$ cat config.mk
export PLATFORM = sky130hd
export DESIGN_NAME = inspectable_read_sequencer
export DESIGN_NICKNAME = d
export VERILOG_FILES = /design/src/rtl/inspectable_read_sequencer.sv
export SDC_FILE = /design/constraint.sdc
export NUM_CORES = 1
export LEC_CHECK = 0
export ABC_AREA = 1
export CORE_ASPECT_RATIO = 2
export CORE_MARGIN = 2
export CORE_UTILIZATION = 42
export CTS_CLUSTER_SIZE = 24
export DETAILED_ROUTE_END_ITERATION = 6
export PLACE_DENSITY = 0.8
export SETUP_SLACK_MARGIN = 0.5
export SLEW_MARGIN = 10
export SYNTH_ARGS = -nofsm -noshare
export SYNTH_HDL_FRONTEND = slang
export SYNTH_SLANG_ARGS = --single-unit
$ cat constraint.sdc
create_clock -name clk -period 3 [get_ports clk]
set_input_delay 0.75 -clock clk [delete_from_list [all_inputs] [get_ports clk]]
set_output_delay 0.75 -clock clk [all_outputs]
set_load 0.02 [all_outputs]
$ cat src/rtl/inspectable_read_sequencer.sv
// Walks a variable's elements and flits through the inspectable chain one request at a time,
// handling retries and timeouts, and streams each response value out over ready/valid.
module inspectable_read_sequencer #(
  parameter int unsigned MAX_RETRIES    = 15,
  parameter int unsigned TIMEOUT_CYCLES = 255
) (
  input  logic        clk,
  input  logic        rst,
  input  logic        cmd_valid_i,
  output logic        cmd_ready_o,
  input  logic [15:0] cmd_variable_index_i,
  input  logic [15:0] cmd_element_count_i,
  output logic        chain_req_valid_o,
  output logic [63:0] chain_req_o,
  input  logic        chain_rsp_valid_i,
  input  logic [63:0] chain_rsp_i,
  output logic        out_valid_o,
  input  logic        out_ready_i,
  output logic [15:0] out_data_o,
  output logic [15:0] out_element_index_o,
  output logic [11:0] out_flit_index_o,
  output logic        out_last_flit_o,
  output logic        out_last_element_o,
  output logic        done_o,
  output logic        error_o
);

  localparam int unsigned RW = (MAX_RETRIES > 0) ? $clog2(MAX_RETRIES + 1) : 1;
  localparam int unsigned TW = (TIMEOUT_CYCLES > 1) ? $clog2(TIMEOUT_CYCLES + 1) : 1;

  typedef struct packed {
    logic        valid;
    logic        retry;
    logic        last_flit;
    logic        last_element;
    logic [15:0] variable_index;
    logic [15:0] element_index;
    logic [11:0] flit_index;
    logic [15:0] value;
  } iv_t;

  typedef enum logic [2:0] {IDLE, ISSUE, WAIT, EMIT, DONE} state_e;

  state_e        state_q, state_d;
  logic [15:0]   var_q, var_d;
  logic [15:0]   count_q, count_d;
  logic [15:0]   elem_q, elem_d;
  logic [11:0]   flit_q, flit_d;
  logic [RW-1:0] retry_q, retry_d;
  logic [TW-1:0] tmo_q, tmo_d;
  logic [15:0]   data_q, data_d;
  logic          lf_q, lf_d;
  logic          le_q, le_d;
  logic          error_q, error_d;

  iv_t  rsp;
  iv_t  req;
  logic rsp_match;
  logic last_elem;

  assign rsp       = iv_t'(chain_rsp_i);
  assign rsp_match = chain_rsp_valid_i && rsp.valid && (rsp.variable_index == var_q) &&
                     (rsp.element_index == elem_q) && (rsp.flit_index == flit_q);
  assign last_elem = ({1'b0, elem_q} + 17'd1) == {1'b0, count_q};

  // State and datapath registers
  always_ff @(posedge clk or posedge rst) begin
    if (rst) begin
      state_q <= IDLE;
      var_q   <= '0;
      count_q <= '0;
      elem_q  <= '0;
      flit_q  <= '0;
      retry_q <= '0;
      tmo_q   <= '0;
      data_q  <= '0;
      lf_q    <= 1'b0;
      le_q    <= 1'b0;
      error_q <= 1'b0;
    end else begin
      state_q <= state_d;
      var_q   <= var_d;
      count_q <= count_d;
      elem_q  <= elem_d;
      flit_q  <= flit_d;
      retry_q <= retry_d;
      tmo_q   <= tmo_d;
      data_q  <= data_d;
      lf_q    <= lf_d;
      le_q    <= le_d;
      error_q <= error_d;
    end
  end

  // Next-state and datapath update
  always_comb begin
    state_d = state_q;
    var_d   = var_q;
    count_d = count_q;
    elem_d  = elem_q;
    flit_d  = flit_q;
    retry_d = retry_q;
    tmo_d   = tmo_q;
    data_d  = data_q;
    lf_d    = lf_q;
    le_d    = le_q;
    error_d = error_q;
    unique case (state_q)
      IDLE: begin
        if (cmd_valid_i) begin
          var_d   = cmd_variable_index_i;
          count_d = cmd_element_count_i;
          elem_d  = '0;
          flit_d  = '0;
          retry_d = '0;
          error_d = 1'b0;
          state_d = (cmd_element_count_i == 16'd0) ? DONE : ISSUE;
        end
      end
      ISSUE: begin
        tmo_d   = '0;
        state_d = WAIT;
      end
      WAIT: begin
        // A matching response wins over a timeout expiring in the same cycle
        if (rsp_match) begin
          if (rsp.retry) begin
            if (retry_q == RW'(MAX_RETRIES)) begin
              error_d = 1'b1;
              state_d = DONE;
            end else begin
              retry_d = retry_q + RW'(1);
              state_d = ISSUE;
            end
          end else begin
            data_d  = rsp.value;
            lf_d    = rsp.last_flit;
            le_d    = rsp.last_element;
            state_d = EMIT;
          end
        end else if (tmo_q == TW'(TIMEOUT_CYCLES - 1)) begin
          error_d = 1'b1;
          state_d = DONE;
        end else begin
          tmo_d = tmo_q + TW'(1);
        end
      end
      EMIT: begin
        if (out_ready_i) begin
          if (!lf_q) begin
            if (flit_q == 12'hFFF) begin
              error_d = 1'b1;
              state_d = DONE;
            end else begin
              flit_d  = flit_q + 12'd1;
              retry_d = '0;
              state_d = ISSUE;
            end
          end else if (le_q || last_elem) begin
            state_d = DONE;
          end else begin
            elem_d  = elem_q + 16'd1;
            flit_d  = '0;
            retry_d = '0;
            state_d = ISSUE;
          end
        end
      end
      DONE: state_d = IDLE;
      default: state_d = IDLE;
    endcase
  end

  // Outputs decoded from registered state only
  always_comb begin
    req                = '0;
    req.variable_index = var_q;
    req.element_index  = elem_q;
    req.flit_index     = flit_q;
    cmd_ready_o         = (state_q == IDLE);
    chain_req_valid_o   = (state_q == ISSUE);
    chain_req_o         = (state_q == ISSUE) ? 64'(req) : 64'd0;
    out_valid_o         = (state_q == EMIT);
    out_data_o          = data_q;
    out_element_index_o = elem_q;
    out_flit_index_o    = flit_q;
    out_last_flit_o     = lf_q;
    out_last_element_o  = le_q;
    done_o              = (state_q == DONE);
    error_o             = error_q;
  end

endmodule

==> results.cfg <==
[sta]
setup_ws_ps = 590
worst_slew_pin_slew_ps = 635
finalSetupTns_ps = 0
min_period_ps = 2410
relSlewSlack_pct = 57.3
worst_clock_skew_ps = 11.5
hold_violations = 0
grt_setup_unrepaired = no
slew_violations = 0
fmax_mhz = 415
setup_violations = 0
whs_ps = 497
period_share_pct = 80.3

[grt]
grt-ovfl-total = 0
grt_use_total_pct = 26.0
grt_max_degree = 95
grt_pass1_wl_um = 32600
grt_pass1_vias = 6479
antenna_found_initial = 0

[placed_design]
io_buffer_count = 195
place_area_um2 = 8370
pre_cts_slack_ps = 47.5
place.gp.congestion = 0.914
dpl.hpwl_um = 15400

[layout]
drive_above_1_share_pct = 12.6
multi_input_area_um2 = 3310
antenna_cells = 0
syn2layout_area_growth_pct = 44.0
utilization_pct = 61.8
fillers = 1366
fin_nets = 1203
layout_common_cells = 219 x nand2_1, 145 x clkdlybuf4s50_1, 125 x inv_1, 123 x nor2_1, 88 x dfrtp_1
final_common_cell = nand2_1
stdcell_area_um2 = 8920
seqCellArea_um2 = 2360

[routing]
viasPerCell = 5.10
via_count = 6602
drt-total-wl_um = 20700
wl_per_cell_um = 16.0
drtAntennaViolNets = 0
drt_first_iter_violations = 348
drc = 0
drt-pass1-iter-count = 6

[logic_synthesis]
synthTopCellsByArea = dfrtp_1 38%, nand2_1 14%, nor2_1 7.9%
ys_seq_area_share_pct = 38.0
netlist_area_um2 = 6200
synth_edf_count = 0
synth.avg_cell_area_um2 = 6.94
synthArstFlopShare_pct = 100
synth_top_area_share_pct = 38.0
synth-seq-cells = 94
synth_ff_type = dfrtp_1
yosysUniqueCellTypes = 40
syn_inst = 893
yosysTopAreaCell = dfrtp_1
yosysWarnings = 0

[die]
ioPinCount = 216
dieWidth_um = 89.9
die_y_um = 176
rows = 62
die-area_um2 = 15800
initial_core_util_pct = 42.9
coreArea_um2 = 14400

[clock_tree]
tritoncts = done
clk_pin_slew_worst_paths_ps = 80
cts_buffer_depth = 2
cts_hold_buf = 0
cts.sinks = 94
numCtsBuffers = 9
worstSkewPairLatency_ps = 350
root_buffer = clkbuf_16
h-tree-depth = 3

[job]
max-cap-violations = 0

[min_path]
holdCritPathClass = reg2reg
min_from = out_data_o[8]

[worst_setup_path]
worstSetupEndpointType = output port
cp-start-kind = flop
startpoint = state_q[2]
path_max_fanout = 44
crit_type = reg2out
required_ps = 2250
critPathArrivalTime_ps = 1660
reg2reg_from = out_element_index_o[0]

[pwr]
leakagePower_uw = 0.00436
ir_worst_vdd_v = 0.000545
power_density_nw_per_um2 = 577

[run_status]
status = complete, no violations
[kinds of logic (layout without fill, tap and decap cells)]
kind of cell | Yosys count | count (layout) | synth area share, %
XOR/XNOR | 27 | 27 | 3.82
buffers and inverters | 176 | 364 | 12.4
AND/OR/NAND/NOR | 500 | 502 | 35.9
flip-flops | 94 | 94 | 38.0
AO/OA/AOI/OAI | 74 | 74 | 6.26
other | 1 | 20 | 0.0605
multiplexers | 16 | 16 | 2.58
adder cells (fa/ha/maj) | 5 | 5 | 1.01
[stage by stage]
stage / power, uW / cells
after CTS: 5040 / 1288
after global placement: 3810 / 1271
after detailed placement: 3860 / 1271
after global routing: 5510 / 1294
final: 5150 / 1294
after floorplan: 3100 / 912
[state kept, by name, indices dropped and copies added (netlist names)]
name and cells:
count_q 16, error_o 1, out_data_o 16, out_element_index_o 16, out_flit_index_o 12, out_last_element_o 1
out_last_flit_o 1, retry_q 4, state_q 3, tmo_q 8, var_q 16
[where the power goes]
part	internal [uW]	total [uW]	leakage, uW	switching, uW
clock network	591	1160	0.000147	571
logic	849	2290	0.00301	1440
registers	1520	1690	0.00121	175
[layout make-up]
cell class / instances / share of cell area (%)
clock inverter: 7 / 0.827
tap: 192 / 2.69
timing repair buffer: 219 / 24.9
sequential: 94 / 26.5
inverter: 129 / 5.47
clock buffer: 9 / 2.52
multi-input combinational: 644 / 37.1
[final timing paths]
path | endpoint | slack [ps] | cells past startpoint
max | chain_req_o[43] | 590 | 5
min | out_data_o[8] | 500 | 2
max reg2reg | out_element_index_o[11] | 660 | 17
min reg2reg | out_data_o[8] | 500 | 2
max in group asynchronous | out_flit_index_o[0] | 1660 | 3
min in group asynchronous | out_data_o[8] | 870 | 3
[cells in the mapped netlist (2+ instances only)]
cell type  instances
a21oi_1           25
xnor2_1           10
mux2i_1           16
nand3_1           50
inv_2              2
o21ai_0           39
clkbuf_1          12
nor2_2             3
nand2_2            4
o21a_1             2
nand2_1          224
buf_6              2
dfrtp_1           94
nor4_1             3
ha_1               5
nor3_1            11
nand2_4            3
nor2_4             4
nand3_2            2
or2_2              7
nand4_1           55
buf_4             22
inv_1            126
o21ai_1            3
nor2_1           130
xor2_1            17
buf_2              9
[worst max-delay path, stage by stage (launching register included)]
cell and delay, ps:
dfrtp_1 400, nor2_1 180, nand2_2 100, buf_12 200, nor2_1 110, clkdlybuf4s15_1 300
[routing by layer]
metal | global-route usage, % | up-vias | share of wire, % | wire length [um]
met2 | 49.6 | 238 | 55 | 11400
met4 | 12.8 | 0 | 4.8 | 998
li1 | - | 3204 | - | -
met5 | 0 | - | 0 | 0
met3 | 3.90 | 65 | 4.8 | 984
met1 | 27.6 | 3095 | 35 | 7320
[timing repair]
action | CTS | global route
gates resized for setup | 130 | 45
pin swaps | 5 | 18
cloned | 1 | 1
setup buffers | 0 | 5
setup endpoints to repair | 85 | 105
No activity file was read; power rests on OpenSTA's default activity.
